==> src/rtl/sincos_cordic_iter_pkg.sv <==
// Shared constants for the iterative sin/cos CORDIC: angle table, gain and
// pi multiples at 16 fractional bits, plus the controller state encoding.
package sincos_cordic_iter_pkg;

    typedef enum logic [1:0] {
        ST_IDLE   = 2'd0,
        ST_REDUCE = 2'd1,
        ST_ROTATE = 2'd2,
        ST_DONE   = 2'd3
    } state_t;

    // atan(2^-i) * 65536, rounded
    localparam int ATAN16 [16] = '{
        51472, 30386, 16055, 8150, 4091, 2047, 1024, 512,
        256,   128,   64,    32,   16,   8,    4,    2
    };

    localparam int CORDIC_K16 = 39797;
    localparam int PI16       = 205887;
    localparam int HALF_PI16  = 102944;
    localparam int TWO_PI16   = 411775;

    // Re-quantise a 16-fractional-bit constant to f bits, round to nearest.
    function automatic int round_const(input int c16, input int f);
        if (f >= 16) begin
            return c16;
        end
        return (c16 + (1 << (15 - f))) >>> (16 - f);
    endfunction

endpackage

==> src/rtl/sincos_range_reduce.sv <==
// Folds an internal-format angle into [-pi/2, pi/2]; neg flags that the
// rotated result must be negated to compensate for the pi shift.
module sincos_range_reduce
    import sincos_cordic_iter_pkg::*;
#(
    parameter int IW = 14,
    parameter int F  = 8
) (
    input  logic signed [IW-1:0] z_in,
    output logic signed [IW-1:0] z_out,
    output logic                 neg
);

    localparam logic signed [IW-1:0] PI_C      = IW'(round_const(PI16, F));
    localparam logic signed [IW-1:0] HALF_PI_C = IW'(round_const(HALF_PI16, F));
    localparam logic signed [IW-1:0] TWO_PI_C  = IW'(round_const(TWO_PI16, F));

    logic signed [IW-1:0] z_wrap;

    always_comb begin
        z_wrap = z_in;
        if (z_in > PI_C) begin
            z_wrap = z_in - TWO_PI_C;
        end else if (z_in < -PI_C) begin
            z_wrap = z_in + TWO_PI_C;
        end

        z_out = z_wrap;
        neg   = 1'b0;
        if (z_wrap > HALF_PI_C) begin
            z_out = z_wrap - PI_C;
            neg   = 1'b1;
        end else if (z_wrap < -HALF_PI_C) begin
            z_out = z_wrap + PI_C;
            neg   = 1'b1;
        end
    end

endmodule

==> src/rtl/sincos_cordic_iter.sv <==
// Iterative CORDIC sin/cos with range reduction, quadrant folding and a
// valid/ready handshake on each side; one angle in flight at a time.
module sincos_cordic_iter
    import sincos_cordic_iter_pkg::*;
#(
    parameter int WIDTH = 8,
    parameter int FRAC  = 4,
    parameter int GUARD = 4,
    parameter int ITER  = 8
) (
    input  logic             clk,
    input  logic             rst_n,
    input  logic             in_valid,
    output logic             in_ready,
    input  logic [WIDTH-1:0] angle_in,
    output logic             out_valid,
    input  logic             out_ready,
    output logic [WIDTH-1:0] sin_out,
    output logic [WIDTH-1:0] cos_out
);

    localparam int IW    = WIDTH + GUARD + 2;
    localparam int F     = FRAC + GUARD;
    localparam int IDX_W = 4;

    generate
        if (F > 16 || ITER < 1 || ITER > F) begin : g_param_check
            $error("sincos_cordic_iter: need FRAC+GUARD <= 16 and 1 <= ITER <= FRAC+GUARD");
        end
    endgenerate

    localparam logic signed [IW-1:0] K_C      = IW'(round_const(CORDIC_K16, F));
    localparam logic signed [IW:0]   HALF_LSB = (IW+1)'((GUARD > 0) ? (1 << (GUARD - 1)) : 0);
    localparam logic signed [IW:0]   MAXV     = (IW+1)'((2 ** (WIDTH - 1)) - 1);
    localparam logic signed [IW:0]   MINV     = -(IW+1)'(2 ** (WIDTH - 1));

    logic signed [IW-1:0] atan_c [16];

    genvar gi;
    generate
        for (gi = 0; gi < 16; gi++) begin : g_atan
            assign atan_c[gi] = IW'(round_const(ATAN16[gi], F));
        end
    endgenerate

    // Round to nearest at the I/O precision, then clamp to the output range.
    function automatic logic [WIDTH-1:0] sat_round(input logic signed [IW-1:0] v);
        logic signed [IW:0] t;
        t = (IW+1)'(v) + HALF_LSB;
        t = t >>> GUARD;
        if (t > MAXV) begin
            t = MAXV;
        end else if (t < MINV) begin
            t = MINV;
        end
        return t[WIDTH-1:0];
    endfunction

    state_t               state_reg, state_next;
    logic signed [IW-1:0] x_reg, x_next;
    logic signed [IW-1:0] y_reg, y_next;
    logic signed [IW-1:0] z_reg, z_next;
    logic                 neg_reg, neg_next;
    logic [IDX_W-1:0]     i_reg, i_next;
    logic [WIDTH-1:0]     sin_reg, sin_next;
    logic [WIDTH-1:0]     cos_reg, cos_next;

    logic signed [IW-1:0] red_z;
    logic                 red_neg;
    logic                 d_pos;
    logic signed [IW-1:0] x_rot, y_rot, z_rot;

    sincos_range_reduce #(.IW(IW), .F(F)) u_reduce (
        .z_in  (z_reg),
        .z_out (red_z),
        .neg   (red_neg)
    );

    // z == 0 rotates in the positive direction
    assign d_pos = !z_reg[IW-1];
    assign x_rot = d_pos ? (x_reg - (y_reg >>> i_reg)) : (x_reg + (y_reg >>> i_reg));
    assign y_rot = d_pos ? (y_reg + (x_reg >>> i_reg)) : (y_reg - (x_reg >>> i_reg));
    assign z_rot = d_pos ? (z_reg - atan_c[i_reg])     : (z_reg + atan_c[i_reg]);

    always_ff @(posedge clk or negedge rst_n) begin
        if (!rst_n) begin
            state_reg <= ST_IDLE;
            x_reg     <= '0;
            y_reg     <= '0;
            z_reg     <= '0;
            neg_reg   <= 1'b0;
            i_reg     <= '0;
            sin_reg   <= '0;
            cos_reg   <= '0;
        end else begin
            state_reg <= state_next;
            x_reg     <= x_next;
            y_reg     <= y_next;
            z_reg     <= z_next;
            neg_reg   <= neg_next;
            i_reg     <= i_next;
            sin_reg   <= sin_next;
            cos_reg   <= cos_next;
        end
    end

    always_comb begin
        state_next = state_reg;
        x_next     = x_reg;
        y_next     = y_reg;
        z_next     = z_reg;
        neg_next   = neg_reg;
        i_next     = i_reg;
        sin_next   = sin_reg;
        cos_next   = cos_reg;

        case (state_reg)
            ST_IDLE: begin
                if (in_valid) begin
                    z_next     = {{(GUARD + 2){angle_in[WIDTH-1]}}, angle_in} <<< GUARD;
                    state_next = ST_REDUCE;
                end
            end
            ST_REDUCE: begin
                z_next     = red_z;
                neg_next   = red_neg;
                x_next     = K_C;
                y_next     = '0;
                i_next     = '0;
                state_next = ST_ROTATE;
            end
            ST_ROTATE: begin
                x_next = x_rot;
                y_next = y_rot;
                z_next = z_rot;
                i_next = i_reg + IDX_W'(1);
                // Results are latched here so they survive the next REDUCE.
                if (i_reg == IDX_W'(ITER - 1)) begin
                    sin_next   = sat_round(neg_reg ? -y_rot : y_rot);
                    cos_next   = sat_round(neg_reg ? -x_rot : x_rot);
                    state_next = ST_DONE;
                end
            end
            ST_DONE: begin
                if (out_ready) begin
                    state_next = ST_IDLE;
                end
            end
            default: state_next = ST_IDLE;
        endcase
    end

    assign in_ready  = (state_reg == ST_IDLE);
    assign out_valid = (state_reg == ST_DONE);
    assign sin_out   = sin_reg;
    assign cos_out   = cos_reg;

endmodule
==> config.mk <==
export PLATFORM = sky130hd
export DESIGN_NAME = sincos_cordic_iter
export DESIGN_NICKNAME = d
export VERILOG_FILES = /design/src/rtl/sincos_cordic_iter_pkg.sv /design/src/rtl/sincos_range_reduce.sv /design/src/rtl/sincos_cordic_iter.sv
export SDC_FILE = /design/constraint.sdc
export NUM_CORES = 1
export LEC_CHECK = 0
export ABC_AREA = 1
export BUFFER_PORTS_ARGS = -buffer_cell sky130_fd_sc_hd__buf_2
export CAP_MARGIN = 25
export CORE_MARGIN = 1
export CORE_UTILIZATION = 30
export DETAILED_ROUTE_END_ITERATION = 8
export PLACE_DENSITY = 0.55
export SLEW_MARGIN = 20
export SYNTH_ARGS = -nofsm -noshare
export SYNTH_HDL_FRONTEND = slang
export SYNTH_SLANG_ARGS = --single-unit
==> constraint.sdc <==
create_clock -name clk -period 5.15 [get_ports clk]
set_input_delay 0.7725 -clock clk [delete_from_list [all_inputs] [get_ports clk]]
set_output_delay 0.7725 -clock clk [all_outputs]
set_load 0.03 [all_outputs]
# Word level (Yosys, flattened, before mapping)
# Memory sizes are Yosys's and may differ from the RTL's.
# Index checks and enable logic that the tools add are counted.
[word_totals] register_bits=65 latch_bits=0 ramBits=0 romBits=224 in_bits=12 word_cells=75 mem_count=1
[op_classes] n_addsub=15 n_mul=0 div_mod_pow=0 magnitude_cmp=9 eq_ne=7 n_shift=2 mux=26 bitwise_logic=1 reduce_logical=6
[memory_table] memory="(name not given)" words=16 word_bits=14 rd=1 rd_clocked_by_memory_dff=0 write_ports=0 line="sincos_cordic_iter.sv:83" rtl="assign z_rot = d_pos ? (z_reg - atan_c[i_reg]) : (z_reg + atan_c[i_reg]);"
[ops] op="$mux W14" count=12
[ops] op="$pmux W14 S2" count=2
[ops] op="$add A14 B14 Y14" count=3
[ops] op="$pmux W14 S3" count=1
[ops] op="$sub A14 B14 Y14" count=3
[ops] op="$mux W8" count=4
[ops] op="$add A14 B5 Y15 const B" count=2
[ops] op="$neg A14 Y14" count=2
[ops] op="$sshr A14 B4 Y14" count=2
[ops] op="$gt A11 B8 Y1 const B" count=2
[ops] op="$lt A11 B8 Y1 const B" count=2
[ops] op="$add A14 B11 Y14 const B" count=1
[ops] op="$add A14 B12 Y14 const B" count=1
[ops] op="$gt A14 B10 Y1 const B" count=1
[ops] op="$gt A14 B11 Y1 const B" count=1
[ops] op="$lt A14 B10 Y1 const B" count=1
[ops] op="$lt A14 B11 Y1 const B" count=1
[ops] op="$sub A14 B11 Y14 const B" count=1
[ops] op="$sub A14 B12 Y14 const B" count=1
[ops] op="$pmux W2 S4" count=1
[ops] op="$pmux W4 S2" count=1
[ops] op="$mux W2" count=3
[ops] op="$ge A5 B5 Y1 const B" count=1
[ops] op="$not A4 Y5" count=1
[ops] op="12 further kinds" count=16

# Logic depth before layout (Yosys ltp)
# Gate-level depths: netlist of run 1.
[depth] word_depth=9 ltp_mapped=40

# By module
# From an unflattened synthesis of run 1, not the netlist that was laid out.
[hier_totals] hier_cells=1732 area_unflattened_um2=9902.0
[by_module_without_submodules] module="sincos_cordic_iter" n_inst=1 cells_per_inst=1396 area_per_inst_um2=8235.4 seq_area_each_um2=1626.6
[by_module_without_submodules] module="sincos_range_reduce" n_inst=1 cells_per_inst=336 area_per_inst_um2=1666.6 seq_area_each_um2=0.0

# Worst setup path after synthesis of run 1
# No wires, ideal clock.
[synth_timing] kind="register -> register" start="reg i_reg[0]" end="reg sin_reg[0] (netlist: sin_out[0])" setup_ps=117 t_arrival_ps=4102 required_ps=5033 setup_slack_ps=931 path_stages_with_launch=33 n_path_buf=2 period_less_slack_ps=4219 cell_sequence="dfrtp_1 > buf_4 > buf_4 > nand2_1 > nand3_1 > nand3_1 > nand3_1 > nand2_1 > ha_1 > nand3_1 > or3_1 > o21ai_0 > nand2_1 > xnor2_1 > ha_1 > nand2_1 > inv_1 > nand2_1 > or2_2 > nand3_1 > nand2_1 > nand2_1 > nand4_1 > nor2_1 > nor2_1 > nand3_1 > nand2_1 > nor2_1 > inv_1 > nand2_2 > nand2_1 > nand2_1 > nand2_1"
[synth_via] elab_chain_len=9
[synth_rtl] element="start, declared" line="sincos_cordic_iter.sv:64" rtl="logic [IDX_W-1:0] i_reg, i_next;"
[synth_rtl] element="start signal, assigned" line="sincos_cordic_iter.sv:101" rtl="i_reg <= i_next;"
[synth_rtl] element="$sshr A14 B4 Y14" line="sincos_cordic_iter.sv:82" rtl="assign y_rot = d_pos ? (y_reg + (x_reg >>> i_reg)) : (y_reg - (x_reg >>> i_reg));"
[synth_rtl] element="$add A14 B14 Y14 / $sub A14 B14 Y14 (equally long branches)" line="sincos_cordic_iter.sv:82"
[synth_rtl] element="$mux W14" line="sincos_cordic_iter.sv:82"
[synth_rtl] element="$neg A14 Y14" line="sincos_cordic_iter.sv:139" rtl="sin_next = sat_round(neg_reg ? -y_rot : y_rot);"
[synth_rtl] element="$mux W14" line="sincos_cordic_iter.sv:139"
[synth_rtl] element="$add A14 B5 Y15" line="sincos_cordic_iter.sv:49" rtl="t = (IW+1)'(v) + HALF_LSB;"
[synth_rtl] element="$lt A11 B8 Y1" line="sincos_cordic_iter.sv:53" rtl="end else if (t < MINV) begin"
[synth_rtl] element="$mux W8" line="sincos_cordic_iter.sv:53"
[synth_rtl] element="$mux W8" line="sincos_cordic_iter.sv:51" rtl="if (t > MAXV) begin"
[synth_rtl] element="end signal, assigned" line="sincos_cordic_iter.sv:102" rtl="sin_reg <= sin_next;"
[synth_rtl] element="end, declared" line="sincos_cordic_iter.sv:65" rtl="logic [WIDTH-1:0] sin_reg, sin_next;"
# Parallel ways exist; a longest one is shown, timed or not.
# A chain may end at the register's enable or synchronous reset.

# Worst setup path in the final report of run 1
[layout_timing] start="reg i_reg[0]" end="reg sin_reg[5] (netlist: sin_out[5])"
# The elaborated chain is that of the path after synthesis.

==> results of run 1 <==
==> area by class of cell <==
cell class / count / area [um^2]
timing repair inverter: 1 / 6.26
multi-input combinational: 1427 / 7220
tap: 442 / 553
inverter: 224 / 848
clock buffer: 9 / 225
fill: 3673 / 21600
clock inverter: 7 / 55.1
timing repair buffer: 51 / 354
sequential: 65 / 1630
==> how the worst min path moves through the flow <==
stage               slack [ps]  cells after the start          to
finish                     370                      1    y_reg[3]
global route               400                      1    y_reg[6]
CTS                        480                      2  sin_out[1]
detailed placement         460                      2  cos_out[6]
global placement           470                      2  cos_out[6]
floorplan                  480                      0  cos_out[0]
==> synth_stat cells, types with 2 or more instances <==
| master | n |
|---|---|
| nand2_1 | 702 |
| or2_2 | 3 |
| fa_1 | 3 |
| xnor2_1 | 17 |
| o31ai_1 | 2 |
| o21ai_2 | 3 |
| nor2_1 | 130 |
| nand3b_1 | 6 |
| nand4_1 | 37 |
| buf_2 | 12 |
| a31oi_1 | 6 |
| inv_1 | 206 |
| dfrtp_1 | 65 |
| nor2_2 | 17 |
| clkbuf_1 | 17 |
| o21ai_0 | 62 |
| buf_4 | 5 |
| ha_1 | 60 |
| inv_2 | 11 |
| nand3_1 | 202 |
| a32o_1 | 2 |
| xor2_1 | 50 |
| nand3_2 | 8 |
| a22oi_1 | 2 |
| buf_6 | 9 |
| a21oi_2 | 6 |
| o21ai_1 | 5 |
| nor3_1 | 9 |
| o22ai_1 | 13 |
| buf_1 | 5 |
| a21oi_1 | 55 |
| nand2_2 | 10 |
| o21a_1 | 2 |
| clkinv_1 | 5 |
==> per-stage QoR <==
| stage | util | cells |
|---|---|---|
| after floorplan | - | 1764 |
| after detailed placement | 0.321 | 2201 |
| final | 0.336 | 2226 |
| after CTS | 0.330 | 2217 |
| after global placement | 0.321 | 2201 |
| after global routing | 0.336 | 2226 |
==> kinds of logic (layout without fill, tap and decap cells) <==
family          count (synthesis)  in the layout  share of synthesized area
compound gates                168            168                     0.0982
xor+xnor                       67             67                     0.0593
fa+ha+maj                      63             63                     0.0820
flops                          65             65                      0.164
simple gates                 1129           1129                      0.482
buf+inv                       272            292                      0.114
==> critical path: cells and delay by family, from the launching register on <==
kind / cells / cell delay, ps
AND/OR/NAND/NOR: 27 / 2830
adder cells (fa/ha/maj): 2 / 540
flip-flops: 1 / 480
AO/OA/AOI/OAI: 2 / 450
buffers and inverters: 1 / 200
XOR/XNOR: 1 / 100
==> routing by layer <==
metal | GRT usage | wire length (um) | vias to the layer above
met4 | 0.0450 | 383 | 0
met3 | 0.0216 | 1390 | 26
met5 | 0 | 0 | -
met2 | 0.314 | 14600 | 247
met1 | 0.261 | 15300 | 5076
li1 | - | - | 5654
==> timing repair <==
item	in CTS	in global routing
endpoints found under the setup margin	0	16
hold endpoints to repair	0	0
resized for setup	0	35
buffers inserted	0	7
==> impl_metrics.yaml, run 1 <==
synth:
  synth_top_flop_cell: "dfrtp_1"
  synth.cell_area_mm2: 0.00989
  ys_ff_latch: 65
  synth.area.top_cells: "nand2_1 27%, dfrtp_1 16%, nand3_1 10%"
  synth.avg_cell_area_um2: 5.61
  synthesis.instances: 1764
  ys_async_sr_fraction: 1.00
  edff_count_synth: 0
  seq_area_frac_synth: 0.164
  synth.net_count: 1839
  synth_top_area_share: 0.266
  ys_types: 51
  area_leader_netlist: "nand2_1"
  synth_warnings: 0
sta:
  skew_ps: 6.72
  timing.final.ws_setup_ps: 448
  post-route-period-util: 0.913
  timing.final.max_slew_violations: 0
  actual_transition_at_the_worst_max_transition_pin_ps: 745
  final_period_minus_worst_setup_slack_ps: 4700
  timing.fmax_ghz: 0.213
  finalHoldWorstSlack_ps: 369
  timing.max_slew.rel_slack: 0.500
  timing.final.setup_violations: 0
  setup_tns_ps: 0
  final-hold-violation-count: 0
grt:
  grt_start_max_net_pins: 66
  antenna_found_initial: 0
  global_route.usage.total: 0.190
  globalRouteOverflowTotal: 0
  first_global_vias: 10100
  first_pass_grt_wire_length_um: 51100
floorplanning:
  core_area_mm2: 0.0325
  num_io_pins: 30
  die-area_mm2: 0.0337
  chipWidth_um: 184
  initial_utilization: 0.305
  core.rowCount: 66
  fp.dieH_um: 184
clocking:
  cts-buffers-inserted: 9
  cts_hold_bufs: 0
  cts-root-to-sink-buffers: 2
  clock_tree.root_cell: "clkbuf_16"
  cts_tree: "done"
  cts-htree-levels: 3
  numClockSinks: 65
  clock_latency_ps: 350
  clkSlewWorstSetupHoldPaths_ps: 60
setup_path:
  worst_setup_path_start_kind: "flip-flop"
  crit_path_max_incr_delay_ps: 480
  ff2ff_setup_slack_ps: 450
  worstSetupEndpointType: "flip-flop"
  critical_path.reg2reg.endpoint: "sin_out[5]"
  critical_path.max_fanout: 34
  path_class: "flip-flop to flip-flop"
  worstRegToRegCells: 33
  critical-path-slowest-cell: "dfrtp_2"
  crit_path_frequent_cell: "nand2_1"
  required_ps: 5390
  worst_ep_arrival_time_ps: 4940
  startpoint: "i_reg[0]"
  crit_end: "sin_out[5]"
  worst_r2r_startpoint: "i_reg[0]"
final_layout:
  mostFrequentLayoutCell: "nand2_1"
  num-nets-final: 1854
  syn_to_final_growth_pct: 10.1
  final_layout_size_suffix_gt1_frac: 0.0891
  most-common-layout-cells: "698 x nand2_1, 203 x inv_1, 201 x nand3_1"
  n_antenna_cell: 0
  final_area_mm2: 0.0109
placed_design:
  port_buffers: 29
  place_congestion: 0.938
  dpl.hpwl_um: 24500
  placement.cell_area_mm2: 0.0104
  dpl_worst_slack_ps: 179
drt:
  drtAntennaViolNets: 0
  drc: 0
  via_count: 11000
  drt_first_pass_iters: 5
  drt-vias-per-instance: 4.94
  avgRoutedWirePerCell_um: 14.2
  post_detailed_routing_wire_length_um: 31600
  initialDrtViolationCount: 885
run_status:
  status: "complete, no violations"
flow_run:
  drv_cap: 0
min_path:
  worstHoldPathType: "primary input to async pin"
Power of run 1 is not shown: default switching activity piles up to over one toggle a cycle in this logic, so the estimate is an artifact.
==> run 2, diff against run 1 <==
CORE_UTILIZATION = 56   (was 30)
MAX_ROUTING_LAYER = met4   (was not set)
PLACE_DENSITY = 0.84   (was 0.55)
==> impl_metrics.yaml, run 2 (synthesized netlist as in run 1, its figures left out) <==
drt:
  drtAntennaViolNets: 0
  via_count: 11200
  initialDrtViolationCount: 1106
  drt-vias-per-instance: 5.58
  post_detailed_routing_wire_length_um: 29900
  avgRoutedWirePerCell_um: 14.9
  drc: 0
  drt_first_pass_iters: 7
final_layout:
  final_layout_size_suffix_gt1_frac: 0.0856
  layout.area.seq_mm2: 0.00163
  footprint_of_the_multi_input_gates_mm2: 0.00721
  end_of_flow_core_utilization: 0.615
  syn_to_final_growth_pct: 7.50
  n_fill_cell: 1698
  n_antenna_cell: 0
  mostFrequentLayoutCell: "nand2_1"
  most-common-layout-cells: "700 x nand2_1, 205 x inv_1, 202 x nand3_1"
  num-nets-final: 1857
  final_area_mm2: 0.0106
min_path:
  worstHoldPathType: "flip-flop to flip-flop"
floorplanning:
  core.rowCount: 48
  core_area_mm2: 0.0173
  fp.dieH_um: 135
  initial_utilization: 0.572
  chipWidth_um: 135
  num_io_pins: 30
  die-area_mm2: 0.0182
setup_path:
  required_ps: 5390
  worst_setup_path_start_kind: "flip-flop"
  path_class: "flip-flop to flip-flop"
  critical-path-slowest-cell: "fa_1"
  crit_path_frequent_cell: "nand2_1"
  crit_path_max_incr_delay_ps: 470
  worstSetupEndpointType: "flip-flop"
  critical_path.max_fanout: 23
  worst_ep_arrival_time_ps: 5020
placed_design:
  place_congestion: 1.01
  placement.cell_area_mm2: 0.0102
  port_buffers: 29
  dpl.hpwl_um: 23100
sta:
  final-hold-violation-count: 0
  rsz0062_at_grt: "no"
  skew_ps: 4.99
  timing.fmax_ghz: 0.209
  timing.final.max_slew_violations: 0
  final_period_minus_worst_setup_slack_ps: 4780
  post-route-period-util: 0.929
  setup_tns_ps: 0
  timing.max_slew.rel_slack: 0.401
  actual_transition_at_the_worst_max_transition_pin_ps: 898
  timing.final.setup_violations: 0
clocking:
  cts_tree: "done"
  cts-htree-levels: 3
  cts-buffers-inserted: 9
  clock_latency_ps: 350
  clkSlewWorstSetupHoldPaths_ps: 60
  clock_tree.root_cell: "clkbuf_16"
  cts-root-to-sink-buffers: 2
  numClockSinks: 65
grt:
  first_pass_grt_wire_length_um: 48700
  global_route.usage.total: 0.344
  antenna_found_initial: 0
  grt_start_max_net_pins: 66
  first_global_vias: 10000
  globalRouteOverflowTotal: 0
run_status:
  status: "complete, no violations"
flow_run:
  drv_cap: 0
run 2: layout make-up:
cell class	count	share of cell area
clock inverter	7	0.00882
inverter	224	0.0800
tap	225	0.0265
multi-input combinational	1427	0.678
sequential	65	0.153
timing repair inverter	1	0.000588
timing repair buffer	54	0.0320
clock buffer	9	0.0212
run 2: worst max-delay path, delay by kind of cell, from the launching register on:
family	cells	cell delay, ps
adder cells (fa/ha/maj)	3	940
buffers and inverters	4	630
flip-flops	1	460
AO/OA/AOI/OAI	1	70
XOR/XNOR	1	250
AND/OR/NAND/NOR	24	2310
run 2: path summary, 6_finish.rpt:
kind                             from    endpoint  slack (ps)  cells past startpoint
max                          i_reg[0]  sin_out[3]         370                     33
min                        sin_out[4]  sin_out[4]         470                      2
max reg2reg                  i_reg[0]  sin_out[3]         370                     33
min reg2reg                sin_out[4]  sin_out[4]         470                      2
max in group asynchronous       rst_n    i_reg[2]        3880                      2
min in group asynchronous       rst_n  cos_out[2]         620                      2
run 2: what timing repair did:
item | in CTS | in global routing
buffers inserted | 0 | 3
resized for setup | 0 | 29
setup endpoints to repair | 0 | 16
hold buffers | 0 | 0
run 2: metal layers:
metal / track usage / wire length, um
met3: 0.0383 / 1830
met4: 0.139 / 962
met5: - / 0
met1: 0.438 / 13400
met2: 0.555 / 13700
run 2: through the flow:
stage          setup slack (ps)  std cells  hold slack, ps
3_3_place_gp                290       1992             457
2_1_floorplan               931       1764             477
5_1_grt                    1.83       2012             495
6_report                    368       2012             471
4_1_cts                     134       2008             477
3_5_place_dp                168       1992             460
Power of run 2 is left out for the same reason.
